[src/rtl/layer2_argmax.sv]
// Layer 2 output sequencer: runs the shared neuron once per class and keeps the running argmax.
// Optional score readback buffer enabled by defining LAYER2_ARGMAX_SCORES_EN.
module layer2_argmax #(
  parameter int unsigned NUM_CLASSES = 10,
  parameter int unsigned LOGIT_W     = 6,
  parameter int unsigned IDX_W       = 4
) (
  input  logic               clk_i,
  input  logic               rst_i,
  input  logic               start_i,
  output logic               neuron_start_o,
  input  logic               neuron_done_i,
  input  logic [LOGIT_W-1:0] neuron_result_i,
  output logic [IDX_W-1:0]   class_idx_o,
  output logic               busy_o,
  output logic               valid_o,
  output logic [IDX_W-1:0]   pred_class_o,
  output logic [LOGIT_W-1:0] pred_logit_o,
  input  logic [IDX_W-1:0]   score_sel_i,
  output logic [LOGIT_W-1:0] score_out_o
);

  localparam logic [1:0] ST_IDLE   = 2'd0;
  localparam logic [1:0] ST_RUN    = 2'd1;
  localparam logic [1:0] ST_DRAIN  = 2'd2;
  localparam logic [1:0] ST_FINISH = 2'd3;

  localparam logic [IDX_W-1:0] LAST_IDX = IDX_W'(NUM_CLASSES - 1);

  logic [1:0]         state_q, state_d;
  logic [IDX_W-1:0]   class_idx_q, class_idx_d;
  logic               busy_q, busy_d;
  logic               valid_q, valid_d;
  logic               neuron_start_q, neuron_start_d;
  logic [IDX_W-1:0]   pred_class_q, pred_class_d;
  logic [LOGIT_W-1:0] pred_logit_q, pred_logit_d;
  logic [LOGIT_W-1:0] max_q, max_d;
  logic               capture_c;

  always_ff @(posedge clk_i or posedge rst_i) begin
    if (rst_i) begin
      state_q        <= ST_IDLE;
      class_idx_q    <= '0;
      busy_q         <= 1'b0;
      valid_q        <= 1'b0;
      neuron_start_q <= 1'b0;
      pred_class_q   <= '0;
      pred_logit_q   <= '0;
      max_q          <= '0;
    end else begin
      state_q        <= state_d;
      class_idx_q    <= class_idx_d;
      busy_q         <= busy_d;
      valid_q        <= valid_d;
      neuron_start_q <= neuron_start_d;
      pred_class_q   <= pred_class_d;
      pred_logit_q   <= pred_logit_d;
      max_q          <= max_d;
    end
  end

  // Sequencing and capture; class_idx is held through DRAIN so weights stay stable.
  always_comb begin
    state_d        = state_q;
    class_idx_d    = class_idx_q;
    busy_d         = busy_q;
    valid_d        = valid_q;
    neuron_start_d = 1'b0;
    pred_class_d   = pred_class_q;
    pred_logit_d   = pred_logit_q;
    max_d          = max_q;
    capture_c      = 1'b0;
    case (state_q)
      ST_IDLE: begin
        if (start_i) begin
          class_idx_d    = '0;
          busy_d         = 1'b1;
          valid_d        = 1'b0;
          neuron_start_d = 1'b1;
          state_d        = ST_RUN;
        end
      end
      ST_RUN: begin
        neuron_start_d = 1'b1;
        if (neuron_done_i) begin
          capture_c      = 1'b1;
          neuron_start_d = 1'b0;
          state_d        = ST_DRAIN;
          // Strict compare: ties keep the lower class index.
          if (class_idx_q == '0 || $signed(neuron_result_i) > $signed(max_q)) begin
            max_d        = neuron_result_i;
            pred_class_d = class_idx_q;
          end
        end
      end
      ST_DRAIN: begin
        if (!neuron_done_i) begin
          if (class_idx_q == LAST_IDX) begin
            state_d = ST_FINISH;
          end else begin
            class_idx_d    = class_idx_q + 1'b1;
            neuron_start_d = 1'b1;
            state_d        = ST_RUN;
          end
        end
      end
      ST_FINISH: begin
        pred_logit_d = max_q;
        valid_d      = 1'b1;
        busy_d       = 1'b0;
        state_d      = ST_IDLE;
      end
      default: state_d = ST_IDLE;
    endcase
  end

  assign neuron_start_o = neuron_start_q;
  assign class_idx_o    = class_idx_q;
  assign busy_o         = busy_q;
  assign valid_o        = valid_q;
  assign pred_class_o   = pred_class_q;
  assign pred_logit_o   = pred_logit_q;

`ifdef LAYER2_ARGMAX_SCORES_EN
  logic [LOGIT_W-1:0] scores_q [NUM_CLASSES];

  always_ff @(posedge clk_i or posedge rst_i) begin
    if (rst_i) begin
      for (int i = 0; i < int'(NUM_CLASSES); i++) scores_q[i] <= '0;
    end else if (capture_c) begin
      scores_q[class_idx_q] <= neuron_result_i;
    end
  end

  // Out-of-range selects read as zero.
  always_comb begin
    score_out_o = '0;
    if (32'(score_sel_i) < NUM_CLASSES) score_out_o = scores_q[score_sel_i];
  end
`else
  logic unused_score;
  assign unused_score = ^{score_sel_i, capture_c};
  assign score_out_o  = '0;
`endif

endmodule
[config.mk]
export PLATFORM = sky130hd
export DESIGN_NAME = layer2_argmax
export DESIGN_NICKNAME = d
export VERILOG_FILES = /design/src/rtl/layer2_argmax.sv
export SDC_FILE = /design/constraint.sdc
export NUM_CORES = 1
export LEC_CHECK = 0
export ABC_CLOCK_PERIOD_IN_PS = 3950
export CAP_MARGIN = 0
export CORE_MARGIN = 3
export CORE_UTILIZATION = 50
export DETAILED_ROUTE_END_ITERATION = 6
export PLACE_DENSITY = 0.87
export SLEW_MARGIN = 20
export SYNTH_ARGS = -nofsm -noshare
export SYNTH_HDL_FRONTEND = slang
export SYNTH_SLANG_ARGS = --single-unit
[constraint.sdc]
create_clock -name clk_i -period 3.95 [get_ports clk_i]
set_input_delay 0.79 -clock clk_i [delete_from_list [all_inputs] [get_ports clk_i]]
set_output_delay 0.79 -clock clk_i [all_outputs]
set_load 0.005 [all_outputs]
* Word level (Yosys, flattened, before mapping) *
Cells that the tools add are included.

word-level totals
  word-level logic and storage cells = 45
  flip-flop bits (word level) = 25
  output and inout bits = 23

operators by class
  equality and inequality tests = 8
  mux-type cells = 18
  order comparisons = 1
  reductions and logical operators = 9
  add/sub/neg operators = 1

operators with widths
  cell                 number
  $mux 4               3
  $mux 2               4
  $ne 2x2->1 const B   4
  $pmux 2 s4           1
  $pmux 4 s2           1
  $gt 6x6->1           1
  $mux 1               6
  $reduce_and 3->1     2
  $add 4x1->4 const B  1
  $eq 2x2->1 const B   2
  $eq 4x4->1 const B   1
  $logic_not 4->1      1
  $pmux 1 s2           2
  $reduce_and 4->1     1
  $reduce_bool 2->1    2
  $pmux 1 s3           1
  $eq 2x1->1 const B   1
  $logic_not 2->1      1
  $reduce_and 2->1     1
  $logic_or 1x1->1     1

* Depth between registers and ports, before layout *
Gate-level depths: netlist of the first run.

  depth after elaboration = 4
  depth in mapped cells = 7
  mapped depth without buffers = 7

* Worst setup path before layout of the first run *
No wires, ideal clock.

  kind = input -> register
  start = input port neuron_result_i[4]
  end = register pred_class_q[0], in the netlist pred_class_o[0]
  path buffers = 0
  arrival = 2.211 ns
  slack = 1.614 ns
  stages = 5
  cells stage by stage = ha_1 > and4_1 > a311oi_1 > a21boi_4 > mux2_4

on the way
  word-level cells in the longest chain between the ends = 3

ends and longest elaborated chain
  element                     RTL line  source
  from (decl)                 13        input logic [LOGIT_W-1:0] neuron_result_i,
  $gt 6x6->1                  90        if (class_idx_q == '0 || $signed(neuron_result_i) > $signed(max_q)) begin
  $logic_or 1x1->1            90
  $reduce_and 3->1 (no line)  n/a
  to (signal assigned)        56        pred_class_q <= pred_class_d;
  to (decl)                   35        logic [IDX_W-1:0] pred_class_q, pred_class_d;

Every way passes these cells.
A chain may end at the register's enable or synchronous reset.

* Worst setup path in the final report of the first run *
  start = input port neuron_result_i[3]
  end = register max_q[1]

on the way
  word-level cells in the longest chain between the ends = 3

ends and longest elaborated chain
  element                     RTL line  source
  $gt 6x6->1                  90
  $logic_or 1x1->1            90
  $reduce_and 3->1 (no line)  n/a
  to (signal assigned)        58        max_q <= max_d;
  to (decl)                   37        logic [LOGIT_W-1:0] max_q, max_d;

Every way passes these cells.

==> impl_metrics.py, run 1 <==
metrics = {
    "finish": {
        "nets": 171,
        "n_antenna_cell": 0,
        "syn_to_final_growth_pct": 20.8,
        "layout-drive-gt1-share_pct": 12.9,
        "finish.utilization_pct": 64.5,
        "final_common_cell": "clkdlybuf4s50_1",
        "final_cell_mix": "26 x clkdlybuf4s50_1, 25 x dfrtp_1, 12 x nand2_1",
    },
    "place": {
        "hpwl_mm": 1.94,
        "numPortBuffers": 26,
        "gp_congestion": 0.788,
    },
    "grt": {
        "grt_first_pass_wirelength_mm": 4.32,
        "gr-total-overflow": 0,
        "grt_pass1_vias": 982,
        "grt_antenna_before_repair": 0,
        "grt_usage_pct": 16.7,
        "grt_max_degree": 26,
    },
    "synthesis": {
        "ys_types": 30,
        "ys_seq_elements": 25,
        "syn_area_per_cell_um2": 11.1,
        "postSynthCellCount": 121,
        "synth_area_um2": 1350,
        "yosys_warnings": 0,
        "synth_seq_area_share_pct": 46.5,
    },
    "worst_setup_path": {
        "arrival_ns": 2.81,
        "max_stage_delay_ns": 0.48,
        "crit_chain": "clkdlybuf4s50_1 > ha_1 > and4_1 > a311oi_1 > a21boi_4 > mux2_4",
        "cp-end-kind": "flop",
        "critPathTopFamily": "compound AO/OA/AOI/OAI gates",
        "cp.required_ns": 4.16,
        "crit_type": "in -> reg",
        "critical_path.startpoint_type": "input port",
        "cp_max_fo": 8,
        "crit_buf_inv": 1,
        "slowest_stage": "a311oi_1",
    },
    "cts": {
        "ctsResizeCount": 0,
        "cts.path.max_buffers": 2,
        "clk_latency_ns": 0.31,
        "numCtsBuffers": 3,
        "cts_sinks": 25,
        "clk_pin_slew_worst_paths_ns": 0.14,
        "cts_tree": "done",
        "cts_root_buf": "clkbuf_4",
        "cts_setup_buffers": 0,
        "cts_hold_buf": 0,
        "htree_num_levels": 1,
    },
    "floorplan": {
        "die_w_um": 57.9,
        "die_height_um": 57.9,
        "ios": 37,
        "start_util_pct": 53.4,
        "die_area_um2": 3350,
        "core_um2": 2520,
        "num_rows": 18,
    },
    "route": {
        "wl_per_cell_um": 14.1,
        "wl_mm": 2.50,
        "drt_iter0_markers": 16,
        "drc_errors": 0,
        "first_pass_iters": 4,
        "vias": 933,
        "viasPerCell": 5.27,
        "ant_nets": 0,
    },
    "timing": {
        "rsz0062_at_grt": "no",
        "final.period_utilization_pct": 65.9,
        "setup_viol": 0,
        "slew_headroom_pct": 38.5,
        "drv_slew": 0,
        "fin_skew_ns": 0.00430,
        "tightestPinTransition_ns": 0.922,
        "timing.fmax_ghz": 0.384,
        "tns_ns": 0,
        "hold_viol": 0,
        "min_period_ns": 2.60,
    },
    "job": {
        "cap_violations": 0,
    },
    "min_path": {
        "min-delay-path-class": "reg -> reg",
    },
    "pwr": {
        "p_per_area_nw_per_um2": 642,
        "p_leak_nw": 0.786,
        "ir_worst_vdd_v": 0.000468,
    },
    "status": {
        "outcome": "finished clean",
    },
}
==> report_power, final <==
group / switching, W / internal [W] / total [W]
Sequential: 0.0000819 / 0.000352 / 0.000434
Clock: 0.0000750 / 0.0000379 / 0.000113
Combinational: 0.000202 / 0.000296 / 0.000498
==> registers in the layout, indices dropped and copies added (netlist names) <==
name / flops
max_q: 6
neuron_start_o: 1
class_idx_o: 4
valid_o: 1
pred_logit_o: 6
busy_o: 1
state_q: 2
pred_class_o: 4
==> path summary, 6_finish.rpt <==
| check | startpoint | end | slack, ns | cells after the start |
|---|---|---|---|---|
| min in group asynchronous | rst_i | busy_o | 0.97 | 2 |
| max in group asynchronous | rst_i | max_q[4] | 2.42 | 2 |
| max reg2reg | max_q[3] | max_q[1] | 1.87 | 6 |
| min reg2reg | pred_logit_o[5] | pred_logit_o[5] | 0.50 | 2 |
| min | pred_logit_o[5] | pred_logit_o[5] | 0.50 | 2 |
| max | neuron_result_i[3] | max_q[1] | 1.35 | 6 |
==> through the flow <==
stage | total power [W] | setup slack, ns | instance area (um^2) | hold slack (ns) | cells
final | 0.00104 | 1.35 | 1630 | 0.497 | 177
after global routing | 0.00113 | 1.26 | 1630 | 0.543 | 177
after CTS | 0.00106 | 1.36 | 1630 | 0.504 | 177
after detailed placement | 0.000947 | 1.03 | 1600 | 0.473 | 173
after global placement | 0.000914 | 1.06 | 1600 | 0.461 | 173
after floorplan | 0.000762 | 1.61 | 1370 | 0.472 | 126
==> worst reg2reg max path, cell delays in order (launching register included) <==
cell and delay, ns:
dfrtp_1 0.38, inv_1 0.06, ha_1 0.29, and4_1 0.21, a311oi_1 0.48, a21boi_4 0.22, mux2_4 0.35
==> layer usage <==
layer  track usage (%)  part of all wire [%]  vias to the layer above
met5                 0                     0                        -
met4              3.97                  0.64                        0
met3              3.34                   5.3                        2
met2              31.0                    52                       25
met1              19.7                    42                      453
li1                  -                     -                      453
==> layout make-up <==
type	count	area, um^2
multi-input combinational	81	634
clock buffer	3	22.5
tap	30	37.5
timing repair buffer	26	260
sequential	25	626
fill	226	896
inverter	11	41.3
clock inverter	1	5.00
==> synth_stat cells <==
master | count | area share (%)
nor2_1 | 5 | 1.4
a21o_1 | 2 | 1.1
a22o_1 | 5 | 3.3
mux2i_1 | 2 | 1.5
nand3_1 | 1 | 0.37
nor4_1 | 1 | 0.46
nor2b_1 | 2 | 0.93
nand2_1 | 12 | 3.3
and4_1 | 1 | 0.65
inv_1 | 11 | 3.1
o21bai_1 | 2 | 1.1
or4b_4 | 1 | 1.0
ha_1 | 9 | 8.4
a311oi_1 | 1 | 0.65
clkbuf_1 | 2 | 0.56
conb_1 | 1 | 0.28
mux2_4 | 8 | 8.9
nand3b_2 | 1 | 0.84
mux2_2 | 3 | 2.5
a21oi_1 | 2 | 0.74
and2_1 | 1 | 0.46
a31oi_1 | 1 | 0.46
nand2b_1 | 3 | 1.4
buf_4 | 6 | 3.3
nor3b_1 | 1 | 0.56
buf_6 | 1 | 0.84
a21boi_4 | 1 | 1.4
dfrtp_1 | 25 | 46
a31o_2 | 1 | 0.65
o21ai_0 | 9 | 3.3
==> cell families after synthesis <==
kind of cell    synth area share, %
simple gates                   11.4
mux                            12.9
buf+inv                        7.81
flops                          46.5
other cells                   0.279
fa+ha+maj                      8.36
compound gates                 12.7
(Power assumes the default switching activity.)
==> run 2: changes to the inputs <==
--- a/config.mk
+++ b/config.mk
@@ -5,12 +5,12 @@
 export SDC_FILE = /design/constraint.sdc
 export NUM_CORES = 1
 export LEC_CHECK = 0
-export ABC_CLOCK_PERIOD_IN_PS = 3950
+export ABC_CLOCK_PERIOD_IN_PS = 2700
 export CAP_MARGIN = 0
 export CORE_MARGIN = 3
-export CORE_UTILIZATION = 50
+export CORE_UTILIZATION = 47
 export DETAILED_ROUTE_END_ITERATION = 6
-export PLACE_DENSITY = 0.87
+export PLACE_DENSITY = 0.82
 export SLEW_MARGIN = 20
 export SYNTH_ARGS = -nofsm -noshare
 export SYNTH_HDL_FRONTEND = slang
==> constraint.sdc (replaced) <==
create_clock -name clk_i -period 2.7 [get_ports clk_i]
set_input_delay 0.54 -clock clk_i [delete_from_list [all_inputs] [get_ports clk_i]]
set_output_delay 0.54 -clock clk_i [all_outputs]
set_load 0.005 [all_outputs]
==> impl_metrics.py, run 2 (synthesized netlist as in run 1, its figures left out) <==
metrics = {
    "cts": {
        "cts_tree": "done",
        "cts_hold_buf": 0,
        "htree_num_levels": 1,
        "cts_root_buf": "clkbuf_4",
        "cts.path.max_buffers": 2,
        "clk_pin_slew_worst_paths_ns": 0.13,
        "ctsResizeCount": 0,
        "clk_latency_ns": 0.32,
        "cts_sinks": 25,
        "numCtsBuffers": 3,
        "cts_setup_buffers": 0,
    },
    "timing": {
        "hold_viol": 0,
        "min_period_ns": 2.24,
        "final.period_utilization_pct": 82.9,
        "fin_skew_ns": 0.00960,
        "drv_slew": 0,
        "setup_viol": 0,
        "timing.fmax_ghz": 0.447,
        "rsz0062_at_grt": "no",
        "tns_ns": 0,
    },
    "worst_setup_path": {
        "cp_num_cells": 8,
        "critPathMostFrequentCell": "buf_4",
        "crit_type": "in -> reg",
        "critical_path.startpoint_type": "input port",
        "max_stage_delay_ns": 0.43,
        "cp.required_ns": 2.91,
        "cp-end-kind": "flop",
        "arrival_ns": 2.45,
        "crit_buf_inv": 3,
        "rr_worst_depth": 5,
        "critPathTopFamily": "buffers and inverters",
        "slowest_stage": "clkdlybuf4s50_1",
        "cp_max_fo": 5,
        "crit_chain": "clkdlybuf4s50_1 > ha_1 > and4_1 > a311oi_1 > buf_4 > a21boi_4 > buf_4 > mux2_4",
    },
    "grt": {
        "gr-total-overflow": 0,
        "gr-usage-met2_pct": 29.8,
        "top_usage_layer": "met2",
        "grt_pass1_vias": 1027,
        "grt_usage_pct": 16.3,
        "use_met3_pct": 3.05,
        "grt_use_met1_pct": 19.2,
        "grt_max_degree": 26,
        "grt_first_pass_wirelength_mm": 4.38,
        "grt_antenna_before_repair": 0,
    },
    "status": {
        "outcome": "finished clean",
    },
    "finish": {
        "syn_to_final_growth_pct": 23.5,
        "final_cell_mix": "26 x clkdlybuf4s50_1, 25 x dfrtp_1, 12 x nand2_1",
        "final_common_cell": "clkdlybuf4s50_1",
        "layout-drive-gt1-share_pct": 15.1,
        "nets": 176,
        "n_antenna_cell": 0,
    },
    "route": {
        "drt_iter0_markers": 23,
        "wl_per_cell_um": 13.9,
        "ant_nets": 0,
        "wl_mm": 2.54,
        "drc_errors": 0,
        "first_pass_iters": 4,
        "viasPerCell": 5.31,
        "vias": 967,
    },
    "floorplan": {
        "die_height_um": 59.5,
        "die_w_um": 59.5,
        "ios": 37,
        "num_rows": 18,
        "core_um2": 2590,
        "die_area_um2": 3540,
        "start_util_pct": 52.0,
    },
    "pwr": {
        "p_leak_nw": 0.807,
        "p_per_area_nw_per_um2": 936,
        "total_power_w": 0.00156,
        "ir_worst_vdd_v": 0.000628,
    },
    "place": {
        "hpwl_mm": 2.00,
        "gp_congestion": 0.782,
        "numPortBuffers": 26,
    },
    "min_path": {
        "min-delay-path-class": "reg -> reg",
        "holdPathStages": 2,
    },
    "job": {
        "cap_violations": 0,
    },
}
## run 2: changes by cell type in the layout (fill, tap and decap cells not counted)
cell | previous run | this run
clkbuf_1 | 0 | 1
clkinv_2 | 1 | 0
buf_4 | 0 | 5
## run 2: final timing paths
kind | from | slack, ns | end
worst max-delay path | neuron_result_i[3] | 0.46 | max_q[1]
worst min-delay path | pred_logit_o[4] | 0.50 | pred_logit_o[4]
worst max register to register | state_q[1] | 0.62 | max_q[1]
worst min register to register | pred_logit_o[4] | 0.50 | pred_logit_o[4]
max in group asynchronous | rst_i | 1.90 | valid_o
min in group asynchronous | rst_i | 0.55 | max_q[4]
## run 2: layout make-up
type	instances	area, um^2
inverter	11	41.3
clock buffer	4	26.3
fill	221	927
sequential	25	626
tap	30	37.5
multi-input combinational	81	634
timing repair buffer	31	298
## run 2: power by group
part           internal [W]  switching [W]  total (W)
Sequential         0.000514       0.000123   0.000637
Clock             0.0000578       0.000113   0.000171
Combinational      0.000457       0.000291   0.000749
## run 2: per-stage QoR
step	hold WS, ns	setup slack (ns)	instances	util [%]	cell area [um^2]
floorplan	0.472	0.614	126	-	1370
global placement	0.462	0.126	178	63.2	1640
detailed placement	0.475	0.104	178	63.2	1640
finish	0.501	0.461	182	64.2	1660
CTS	0.506	0.442	182	64.2	1660
global route	0.543	0.357	182	64.2	1660
## run 2: layer usage
| layer | vias to the layer above | routed length, um |
|---|---|---|
| met5 | - | 0 |
| met4 | 0 | 14 |
| met1 | 469 | 1050 |
| met3 | 2 | 172 |
| li1 | 464 | - |
| met2 | 32 | 1300 |
## run 2: worst reg2reg max path, cell delays in order, from the launching register on
cell and delay [ns]:
dfrtp_1 0.53, nand3b_2 0.31, or4b_4 0.52, a21boi_4 0.15, buf_4 0.17, mux2_4 0.30
==> run 3: changes to the inputs <==
--- a/config.mk
+++ b/config.mk
@@ -5,7 +5,7 @@
 export SDC_FILE = /design/constraint.sdc
 export NUM_CORES = 1
 export LEC_CHECK = 0
-export ABC_CLOCK_PERIOD_IN_PS = 2700
+export ABC_CLOCK_PERIOD_IN_PS = 2200
 export CAP_MARGIN = 0
 export CORE_MARGIN = 3
 export CORE_UTILIZATION = 47
==> constraint.sdc (replaced) <==
create_clock -name clk_i -period 2.2 [get_ports clk_i]
set_input_delay 0.44 -clock clk_i [delete_from_list [all_inputs] [get_ports clk_i]]
set_output_delay 0.44 -clock clk_i [all_outputs]
set_load 0.005 [all_outputs]
==> impl_metrics.py, run 3 (synthesized netlist as in run 1, its figures left out) <==
metrics = {
    "pwr": {
        "ir_worst_vdd_v": 0.000883,
        "swShare_pct": 33.4,
        "switchingPower_w": 0.000665,
        "p_leak_nw": 0.836,
        "p_clk_share_pct": 10.4,
        "p_per_area_nw_per_um2": 1160,
        "total_power_w": 0.00199,
        "combPwrFrac_pct": 52.6,
        "power.internal_w": 0.00133,
        "sequentialPowerShare_pct": 37.0,
    },
    "finish": {
        "final_common_cell": "clkdlybuf4s50_1",
        "design_area_um2": 1710,
        "nFillCells": 219,
        "nets": 180,
        "n_antenna_cell": 0,
        "final_cell_mix": "26 x clkdlybuf4s50_1, 25 x dfrtp_1, 12 x nand2_1",
        "layout-drive-gt1-share_pct": 18.6,
        "syn_to_final_growth_pct": 27.2,
    },
    "cts": {
        "cts_tree": "done",
        "cts_hold_buf": 0,
        "cts_root_buf": "clkbuf_4",
        "cts_sinks": 25,
        "clk_latency_ns": 0.32,
        "htree_num_levels": 1,
        "cts.path.max_buffers": 2,
        "numCtsBuffers": 3,
        "clk_pin_slew_worst_paths_ns": 0.14,
    },
    "place": {
        "numPortBuffers": 26,
        "gp_congestion": 0.794,
        "post_dp_cell_area_um2": 1680,
        "hpwl_mm": 1.99,
    },
    "job": {
        "cap_violations": 0,
    },
    "route": {
        "drc_errors": 0,
        "wl_per_cell_um": 14.0,
        "drt_iter0_markers": 17,
        "first_pass_iters": 4,
        "wl_mm": 2.60,
        "viasPerCell": 5.15,
        "ant_nets": 0,
        "vias": 958,
    },
    "timing": {
        "drv_slew": 0,
        "hold_viol": 0,
        "min_period_ns": 2.13,
        "final.period_utilization_pct": 96.9,
        "rsz0062_at_grt": "no",
        "setup_viol": 0,
        "timing.fmax_ghz": 0.469,
        "fin_skew_ns": 0.00289,
    },
    "worst_setup_path": {
        "crit_type": "in -> reg",
        "cp.required_ns": 2.42,
        "cp-end-kind": "flop",
        "critical_path.startpoint_type": "input port",
        "crit_buf_inv": 3,
        "critPathTopFamily": "buffers and inverters",
        "r2r_slack_ns": 0.25,
        "cp_max_fo": 8,
        "max_stage_delay_ns": 0.44,
        "slowest_stage": "clkdlybuf4s50_1",
        "crit_chain": "clkdlybuf4s50_1 > ha_1 > and4_1 > a311oi_2 > buf_4 > a21boi_4 > buf_12 > mux2_4",
        "arrival_ns": 2.35,
    },
    "floorplan": {
        "die_w_um": 59.5,
        "core_um2": 2590,
        "num_rows": 18,
        "die_area_um2": 3540,
        "start_util_pct": 52.0,
        "die_height_um": 59.5,
        "ios": 37,
    },
    "status": {
        "outcome": "finished clean",
    },
    "grt": {
        "grt_pass1_vias": 1016,
        "gr-total-overflow": 0,
        "grt_usage_pct": 16.4,
        "grt_antenna_before_repair": 0,
        "grt_max_degree": 26,
        "grt_first_pass_wirelength_mm": 4.37,
    },
    "min_path": {
        "min-delay-path-class": "in -> async",
    },
}
[run 3: cell count changes in the layout (fill, tap and decap cells not counted), sizes merged]
| cell | previous run | this run |
|---|---|---|
| buf | 5 | 9 |
| clkbuf | 4 | 3 |
| clkinv | 0 | 1 |
[run 3: final cells by class]
type                    instances  area [um^2]  area share [%]
clock buffers                   3         22.5            1.31
well taps                      30         37.5            2.19
flip-flops and latches         25          626            36.5
inverters                      11         41.3            2.41
repair buffers                 35          340            19.9
clock inverters                 1         5.00           0.292
multi-input cells              81          641            37.4
[run 3: per-layer routing]
layer	GRT usage, %	share of wire (%)
met1	18.3	42
met2	31.5	54
met3	3.05	4.2
met4	3.80	0.31
met5	0	0
[run 3: tightest hold or removal path, cell delays in order]
cell and delay, ns:
clkdlybuf4s50_1 0.39, inv_1 0.05, buf_4 0.30
[run 3: metrics by stage]
step	setup WS (ns)	setup TNS [ns]	utilization, %	hold WS [ns]	std cells
floorplan	0.214	0	-	0.467	126
global placement	-0.251	-2.15	64.8	0.461	182
detailed placement	-0.274	-2.35	64.8	0.471	182
CTS	0.0626	0	65.9	0.462	186
global route	0.0113	0	66.1	0.493	186
finish	0.0689	0	66.1	0.454	186
[run 3: path summary, 6_finish.rpt]
path / startpoint / to / cells past startpoint
worst max-delay path: neuron_result_i[5] / max_q[2] / 8
worst min register to register: pred_logit_o[3] / pred_logit_o[3] / 2
worst max register to register: max_q[5] / max_q[2] / 8
worst min-delay path: rst_i / pred_logit_o[4] / 3
max in group asynchronous: rst_i / max_q[2] / 3
min in group clk_i: pred_logit_o[3] / pred_logit_o[3] / 2
[run 3: power by group through the flow]
stage | clock network, W | registers [W] | logic, W
floorplan | 0 | 0.000739 | 0.000630
global placement | 0 | 0.000738 | 0.00102
detailed placement | 0 | 0.000749 | 0.00105
CTS | 0.000210 | 0.000741 | 0.00106
global route | 0.000230 | 0.000764 | 0.00116
finish | 0.000206 | 0.000737 | 0.00105
[run 3: timing repair]
item,in CTS,in global routing
setup buffers,0,0
endpoints found under the setup margin,0,8
hold endpoints to repair,0,0
gates resized for setup,0,1
